--- src/rtl/i2c_pkg.sv ---
// i2c_pkg: shared I2C state encoding and field widths
package i2c_pkg;
  localparam int I2C_ADDR_W = 7;
  localparam int I2C_DATA_W = 8;
  typedef enum logic [3:0] {
    IDLE     = 4'd0,
    START    = 4'd1,
    ADDR     = 4'd2,
    ADDR_ACK = 4'd3,
    WDATA    = 4'd4,
    WACK     = 4'd5,
    RDATA    = 4'd6,
    RACK     = 4'd7,
    STOP     = 4'd8
  } state_t;
endpackage

--- src/rtl/i2c_clk_gen.sv ---
// i2c_clk_gen: quarter-period tick and 2-bit SCL phase counter
module i2c_clk_gen #(parameter int QDIV = 4) (
  input  logic       clk,
  input  logic       rst,
  input  logic       clr,
  output logic       tick,
  output logic [1:0] phase
);
  logic [7:0] cnt;
  assign tick = cnt == 8'(QDIV - 1);
  always_ff @(posedge clk) begin
    if (rst || clr) begin
      cnt   <= '0;
      phase <= '0;
    end else if (tick) begin
      cnt   <= '0;
      phase <= phase + 2'd1;
    end else begin
      cnt <= cnt + 8'd1;
    end
  end
endmodule

--- src/rtl/i2c_master.sv ---
// i2c_master: single address+data byte I2C master with quarter-phase SCL timing
module i2c_master import i2c_pkg::*; #(parameter int QDIV = 4) (
  input  logic                  clk,
  input  logic                  rst,
  input  logic                  enable,
  input  logic [I2C_ADDR_W-1:0] addr,
  input  logic                  rw,
  input  logic [I2C_DATA_W-1:0] data_in,
  output logic [I2C_DATA_W-1:0] data_out,
  output logic                  ready,
  output logic                  ack_err,
  output logic                  scl,
  output logic                  sda_oe,
  input  logic                  sda_in,
  output logic [3:0]            state
);
  state_t st;
  logic tick, clr, last, rd;
  logic [1:0] phase;
  logic [2:0] bit_cnt;
  logic [I2C_ADDR_W:0] sh;
  logic [I2C_DATA_W-1:0] wd, rsh;
  assign state = st;
  assign last = bit_cnt == 3'd0;
  // phase restarts at 0 when leaving START so every bit begins on an SCL-low quarter
  assign clr = st == IDLE || (st == START && tick && phase == 2'd1);
  i2c_clk_gen #(.QDIV(QDIV)) u_clk_gen (.clk, .rst, .clr, .tick, .phase);
  always_ff @(posedge clk) begin
    if (rst) begin
      st       <= IDLE;
      scl      <= 1'b1;
      sda_oe   <= 1'b0;
      ready    <= 1'b1;
      ack_err  <= 1'b0;
      data_out <= '0;
      bit_cnt  <= '0;
      sh       <= '0;
      wd       <= '0;
      rsh      <= '0;
      rd       <= 1'b0;
    end else begin
      case (st)
        IDLE: if (enable) begin
          sh      <= {addr, rw};
          wd      <= data_in;
          rd      <= rw;
          bit_cnt <= 3'd7;
          ack_err <= 1'b0;
          ready   <= 1'b0;
          sda_oe  <= 1'b1;
          st      <= START;
        end
        START: if (tick && phase == 2'd1) begin
          scl <= 1'b0;
          st  <= ADDR;
        end
        ADDR, ADDR_ACK, WDATA, WACK, RDATA, RACK: if (tick) begin
          if (phase == 2'd0) sda_oe <= st == ADDR ? ~sh[bit_cnt] : st == WDATA ? ~wd[bit_cnt] : 1'b0;
          if (phase == 2'd1) scl <= 1'b1;
          if (phase == 2'd2 && st == RDATA) rsh <= {rsh[6:0], sda_in};
          if (phase == 2'd3) begin
            scl <= 1'b0;
            if (st == ADDR || st == WDATA || st == RDATA) bit_cnt <= bit_cnt - 3'd1;
            if (st == RDATA && last) data_out <= rsh;
            if ((st == ADDR_ACK || st == WACK) && sda_in) ack_err <= 1'b1;
            st <= st == ADDR ? (last ? ADDR_ACK : ADDR) :
                  st == WDATA ? (last ? WACK : WDATA) :
                  st == RDATA ? (last ? RACK : RDATA) :
                  (st == ADDR_ACK && !sda_in) ? (rd ? RDATA : WDATA) : STOP;
          end
        end
        STOP: if (tick) begin
          if (phase == 2'd0) sda_oe <= 1'b1;
          if (phase == 2'd1) scl <= 1'b1;
          if (phase == 2'd2) sda_oe <= 1'b0;
          if (phase == 2'd3) begin
            st    <= IDLE;
            ready <= 1'b1;
          end
        end
        default: begin
          st     <= IDLE;
          scl    <= 1'b1;
          sda_oe <= 1'b0;
          ready  <= 1'b1;
        end
      endcase
    end
  end
endmodule

--- config.mk ---
export PLATFORM = sky130hd
export DESIGN_NAME = i2c_master
export DESIGN_NICKNAME = d
export VERILOG_FILES = /design/src/rtl/i2c_pkg.sv /design/src/rtl/i2c_clk_gen.sv /design/src/rtl/i2c_master.sv
export SDC_FILE = /design/constraint.sdc
export NUM_CORES = 1
export LEC_CHECK = 0
export ABC_CLOCK_PERIOD_IN_PS = 2400
export BUFFER_PORTS_ARGS = -buffer_cell sky130_fd_sc_hd__buf_2
export CORE_MARGIN = 3
export CORE_UTILIZATION = 51
export DETAILED_ROUTE_END_ITERATION = 12
export PLACE_DENSITY = 0.75
export SYNTH_ARGS = -nofsm -noshare
export SYNTH_HDL_FRONTEND = slang
export SYNTH_HIERARCHICAL = 1
export SYNTH_SLANG_ARGS = --single-unit
--- constraint.sdc ---
create_clock -name clk -period 2.4 [get_ports clk]
set_input_delay 0.48 -clock clk [delete_from_list [all_inputs] [get_ports clk]]
set_output_delay 0.48 -clock clk [all_outputs]
set_load 0.02 [all_outputs]
==> results.json, run 1 <==
{
  "outcome": "completed",
  "via_count": 2094,
  "ant_nets": 0,
  "layout-drive-gt1-share": 0.2260,
  "internal-power_w": 0.001381,
  "pwr-share-comb": 0.166,
  "ys_types": 44,
  "pwr-share-clk": 0.316,
  "min_from": "data_in[2]",
  "finalHoldViolations": 0,
  "cp.required_ps": 2630,
  "vias_per_cell": 5.584,
  "synth.ff_latch_count": 53,
  "num_rows": 24,
  "clockBufferDepth": 2,
  "cp-end-kind": "register",
  "max_stage_delay_ps": 450,
  "maxSlewViolCount": 0,
  "leakage_nw": 1.213,
  "grt-ovfl-total": 0,
  "cts_hold_buf": 0,
  "dpl.cell_count": 365,
  "dieWidth_um": 75.45,
  "die_area_um2": 5693,
  "power_switching_w": 0.0004888,
  "instances_no_fill": 375,
  "wire_per_inst_um": 12.81,
  "async_flop_share": 0,
  "cp-startpoint": "u_clk_gen/cnt[1]",
  "syn_inst": 282,
  "drtIter0Drc": 171,
  "path_class": "reg -> reg",
  "cts_buffers": 5,
  "finalClockSkew_ps": 8.538,
  "finalWorstSetupSlack_ps": 147.5,
  "startpoint_type": "register",
  "start_util": 0.5461,
  "setup_viol": 0,
  "ys_seq_area_frac": 0.4313,
  "track_usage": 0.1751,
  "synth_top_area_cell": "dfxtp_1",
  "grt_pass1_vias": 1763,
  "maxCapViolCount": 0,
  "ys_top_cells_by_area": "dfxtp_1 (43%), mux2i_1 (8.5%), a21oi_1 (6.5%)",
  "cts_tree": "yes",
  "coreArea_um2": 4504,
  "yosys_most_used_dff": "dfxtp_1",
  "clock_latency_ps": 300,
  "io-pin-count": 36,
  "first_pass_iters": 4,
  "clk_pin_slew_ps": 100,
  "antenna_found_initial": 0,
  "final_util": 0.6358,
  "vdd_drop_max_uv": 371.4,
  "swShare": 0.2615,
  "crit_chain": "ha_2 > or3b_2 > nor2_1 > buf_4 > a31oi_1 > o21a_1 > o21a_1 > or3_1 > a21oi_1",
  "synth_top_area_share": 0.4313,
  "clock_sinks": 53,
  "crit_path_frequent_cell": "o21a_1",
  "grt_max_degree": 44,
  "grt_pass1_wl_mm": 7.741,
  "layout_min_cycle_time_ps": 2252,
  "tightest_slew_ps": 643.9,
  "ys_warn_count": 6,
  "relSlewSlack": 0.5692,
  "preCtsSetupSlack_ps": 53.74,
  "fin_setup_tns_ps": 0,
  "reg2reg_from": "u_clk_gen/cnt[1]",
  "period_share": 0.9385,
  "syn2layout_area_growth_pct": 16.43,
  "portBuffers": 35,
  "cp_slowest_cell": "or3b_2",
  "yosysMostFrequentCell": "dfxtp_1",
  "diodes": 0,
  "power_density_nw_per_um2": 652.7,
  "cts_max_level": 2,
  "fmax_ghz": 0.4440,
  "drc": 0,
  "pwr-share-seq": 0.518,
  "die_h_um": 75.45,
  "critPathMaxFanout": 8,
  "postRouteWirelength_mm": 4.802,
  "dp_hpwl_mm": 3.380,
  "gp_congestion": 0.8302,
  "syn_area_per_cell_um2": 8.723,
  "syn_nets": 305,
  "syn_area_um2": 2460,
  "layout.nets": 345,
  "cp.arrival_ps": 2490,
  "root_buffer": "clkbuf_8",
  "synth_edf_count": 0,
  "hp-class": "in -> reg",
  "yosys-top-cells-count": "dfxtp_1 (53), nand2_1 (40), a21oi_1 (32)"
}
[path summary, 6_finish.rpt]
| check | end | slack, ps | cells past startpoint |
|---|---|---|---|
| max | state[2] | 150 | 9 |
| min | wd[2] | 400 | 3 |
| max reg2reg | state[2] | 150 | 9 |
| min reg2reg | sh[1] | 460 | 2 |
[placed cells by master, fill, tap and decap left out, drive strengths merged, types with 3 or more instances in the layout]
cell type and count:
nand3 8, nor3 6, o21bai 4, dfxtp 53, xor2 3, inv 6, o21ai 9, ha 3
mux2i 21, buf 50, mux4 4, clkbuf 6, or3 7, and3 3, a21oi 32, nor2b 5
nand2 40, a31oi 3, nor2 29
[final cells by class]
class / instances / area [µm²]
Clock buffer: 6 / 72.57
Multi-Input combinational cell: 206 / 1301
Fill cell: 398 / 1640
Timing Repair Buffer: 50 / 300.3
Sequential cell: 53 / 1064
Clock inverter: 2 / 38.79
Tap cell: 52 / 65.06
Inverter: 6 / 22.52
[critical path, delay by kind of cell, from the launching register on]
| family | cells | cell delay (ps) |
|---|---|---|
| compound gates | 4 | 610 |
| buf+inv | 1 | 150 |
| flops | 1 | 360 |
| fa+ha+maj | 1 | 170 |
| simple gates | 3 | 900 |
[layer usage]
layer | global-route usage | vias up | routed length [µm]
met5 | 0 | - | 0
met4 | 0.05825 | 0 | 68
met3 | 0.04485 | 9 | 246
met2 | 0.2694 | 42 | 2155
met1 | 0.2405 | 972 | 2331
li1 | - | 1071 | -
[metrics by stage]
| stage | hold WS [ps] | instance area [µm²] | total power [W] |
|---|---|---|---|
| 2_1_floorplan | 431.5 | 2460 | 0.001211 |
| 3_3_place_gp | 439.1 | 2720 | 0.001285 |
| 3_5_place_dp | 443.3 | 2720 | 0.001290 |
| 4_1_cts | 389.5 | 2831 | 0.001881 |
| 5_1_grt | 393.4 | 2864 | 0.001969 |
| 6_report | 400.3 | 2864 | 0.001869 |
[what timing repair did]
item	in CTS	in global routing
setup endpoints to repair	0	20
setup buffers	0	2
resized for setup	0	6
[sequential cells by signal, summed over array words and instances, names as in the netlist]
register         count
rsh                  8
sda_oe               1
bit_cnt              3
sh                   8
state                4
ack_err              1
data_out             8
u_clk_gen/cnt        8
u_clk_gen/phase      2
ready                1
scl                  1
wd                   8
[power by group through the flow]
| stage | clock [W] | combinational, W | sequential (W) |
|---|---|---|---|
| 3_3_place_gp | 0 | 0.000299 | 0.000986 |
| 3_5_place_dp | 0 | 0.000302 | 0.000988 |
| 4_1_cts | 0.000611 | 0.000303 | 0.000967 |
| 2_1_floorplan | 0 | 0.000230 | 0.000982 |
| 6_report | 0.000591 | 0.000310 | 0.000968 |
| 5_1_grt | 0.000647 | 0.000347 | 0.000975 |
[logic make-up (layout without fill, tap and decap cells)]
logic type	Yosys count	after routing	share of synthesized area
AOI/OAI and AO/OA	59	59	0.1414
xor gates and xnor gates	4	4	0.01424
adders and majority gates	3	3	0.01526
buffers and inverters	23	64	0.04578
DFF	53	53	0.4313
muxes	27	27	0.1343
and+or+nand+nor	113	113	0.2177
No activity file was read; power rests on OpenSTA's default activity.
==> run 2: changes to the inputs <==
Settings changed: ABC_CLOCK_PERIOD_IN_PS 2400 to 2200, CORE_UTILIZATION 51 to 56, PLACE_DENSITY 0.75 to 0.78.
Clock period 2.4 ns to 2.2 ns, I/O delays scaled along.
==> run 2 against run 1 <==
  * Global-route usage up 3.6 points
  * Wire length up 9.6%
  * Core utilization up 7.4 points
  * Flip-flop and latch count unchanged
  * Clock skew up 5.4 ps
  * Clock power up 12%
  * Die area down 8.2%
  * Largest cell class unchanged
  * Critical endpoint unchanged
  * First-iteration DRC count unchanged
  * Final cell count up 0.27%
==> results.json, run 2 (same netlist as run 1, synthesis figures left out) <==
{
  "grt_max_degree": 44,
  "hp-class": "in -> reg",
  "die_h_um": 72.28,
  "drc": 0,
  "ant_nets": 0,
  "final_common_cell": "dfxtp_1",
  "leakage_nw": 1.234,
  "maxSlewViolCount": 0,
  "track_usage": 0.2111,
  "syn2layout_area_growth_pct": 18.67,
  "cts_buffers": 5,
  "via_count": 2115,
  "path_class": "reg -> reg",
  "relSlewSlack": 0.4946,
  "period_share": 0.9708,
  "clockBufferDepth": 2,
  "layout_min_cycle_time_ps": 2136,
  "power_density_nw_per_um2": 709.4,
  "layout-drive-gt1-share": 0.2485,
  "clock_latency_ps": 300,
  "cts_max_level": 2,
  "first_pass_iters": 4,
  "gp_congestion": 0.7988,
  "dp_hpwl_mm": 3.655,
  "postRouteWirelength_mm": 5.261,
  "clk_pin_slew_ps": 100,
  "fin_hold_ws_ps": 359.3,
  "cp_slowest_cell": "or3b_4",
  "num_rows": 23,
  "maxCapViolCount": 0,
  "cp.required_ps": 2440,
  "critPathMaxFanout": 8,
  "grt_pass1_vias": 1943,
  "crit_path_frequent_cell": "o21a_1",
  "path_buf_inv": 0,
  "layout_common_cells": "dfxtp_1 (51), nand2_1 (40), buf_2 (35), a21oi_1 (31), nor2_1 (28)",
  "grt-ovfl-total": 0,
  "tightest_slew_ps": 755.3,
  "crit_chain": "ha_4 > or3b_4 > nor2_4 > a31oi_1 > o21a_1 > o21a_1 > or3_4 > a21oi_2",
  "cp-end-kind": "register",
  "io-pin-count": 36,
  "coreArea_um2": 4115,
  "dieWidth_um": 72.28,
  "finalHoldViolations": 0,
  "startpoint_type": "register",
  "grt_pass1_wl_mm": 8.866,
  "rsz0062_at_grt": "yes",
  "cp_top_family": "simple AND/OR/NAND/NOR gates",
  "cp.arrival_ps": 2380,
  "antenna_found_initial": 0,
  "layout.nets": 348,
  "preCtsSetupSlack_ps": 24.47,
  "root_buffer": "clkbuf_8",
  "finalClockSkew_ps": 13.96,
  "cts_tree": "yes",
  "die_area_um2": 5224,
  "drtIter0Drc": 171,
  "wire_per_inst_um": 13.99,
  "vias_per_cell": 5.625,
  "vdd_drop_max_uv": 677.1,
  "cts_hold_buf": 0,
  "fmax_ghz": 0.4682,
  "outcome": "completed",
  "diodes": 0,
  "clock_sinks": 53,
  "max_stage_delay_ps": 410,
  "setup_viol": 0,
  "portBuffers": 35,
  "finalWorstSetupSlack_ps": 64.13,
  "start_util": 0.5977
}
[run 2: area by class of cell]
class | instances | area, µm²
clock inverters | 2 | 38.79
well taps | 50 | 62.56
clock buffers | 6 | 72.57
fillers | 345 | 1196
inverters | 6 | 22.52
flip-flops and latches | 53 | 1064
repair buffers | 53 | 322.8
multi-input cells | 206 | 1336
[run 2: worst register-to-register path: stages (launching register included)]
cell and delay (ps):
dfxtp_2 360, ha_4 140, or3b_4 410, nor2_4 200, a31oi_1 100, o21a_1 210, o21a_1 180, or3_4 360
a21oi_2 120
[run 2: where the power goes]
part           leakage (nW)  internal [W]  switching [W]
Clock                0.0554      0.000342       0.000319
Combinational         0.746      0.000161       0.000190
Sequential            0.432       0.00101      0.0000505
Total                  1.23       0.00151       0.000559
[run 2: repair_timing]
item / 4_1_cts / 5_1_grt
gates resized for setup: 0 / 11
setup endpoints to repair: 0 / 18
buffers inserted: 0 / 2
[run 2: worst paths after layout]
path,slack (ps),from,end,depth (start not counted)
worst max register to register,60,u_clk_gen/cnt[1],state[2],8
worst min-delay path,360,data_in[3],wd[3],3
worst max-delay path,60,u_clk_gen/cnt[1],state[2],8
worst min register to register,460,wd[1],wd[1],2
[run 2: per-stage QoR]
step / std cells / area [µm²] / utilization / TNS (ps) / power (W)
5_1_grt: 376 / 2919 / 0.7093 / -109.6 / 0.002174
3_5_place_dp: 366 / 2750 / 0.6683 / 0 / 0.001421
4_1_cts: 374 / 2861 / 0.6953 / 0 / 0.002071
6_report: 376 / 2919 / 0.7093 / 0 / 0.002071
2_1_floorplan: 282 / 2470 / - / 0 / 0.001322
3_3_place_gp: 366 / 2750 / 0.6683 / 0 / 0.001411
[run 2: metal layers]
| layer | vias to the layer above | wire length (µm) | share of wire | track usage |
|---|---|---|---|---|
| met2 | 48 | 2601 | 0.49 | 0.3418 |
| li1 | 1072 | - | - | - |
| met1 | 991 | 2397 | 0.46 | 0.2851 |
| met5 | - | 0 | 0 | 0 |
| met4 | 0 | 40 | 0.0076 | 0.07098 |
| met3 | 4 | 222 | 0.042 | 0.03740 |
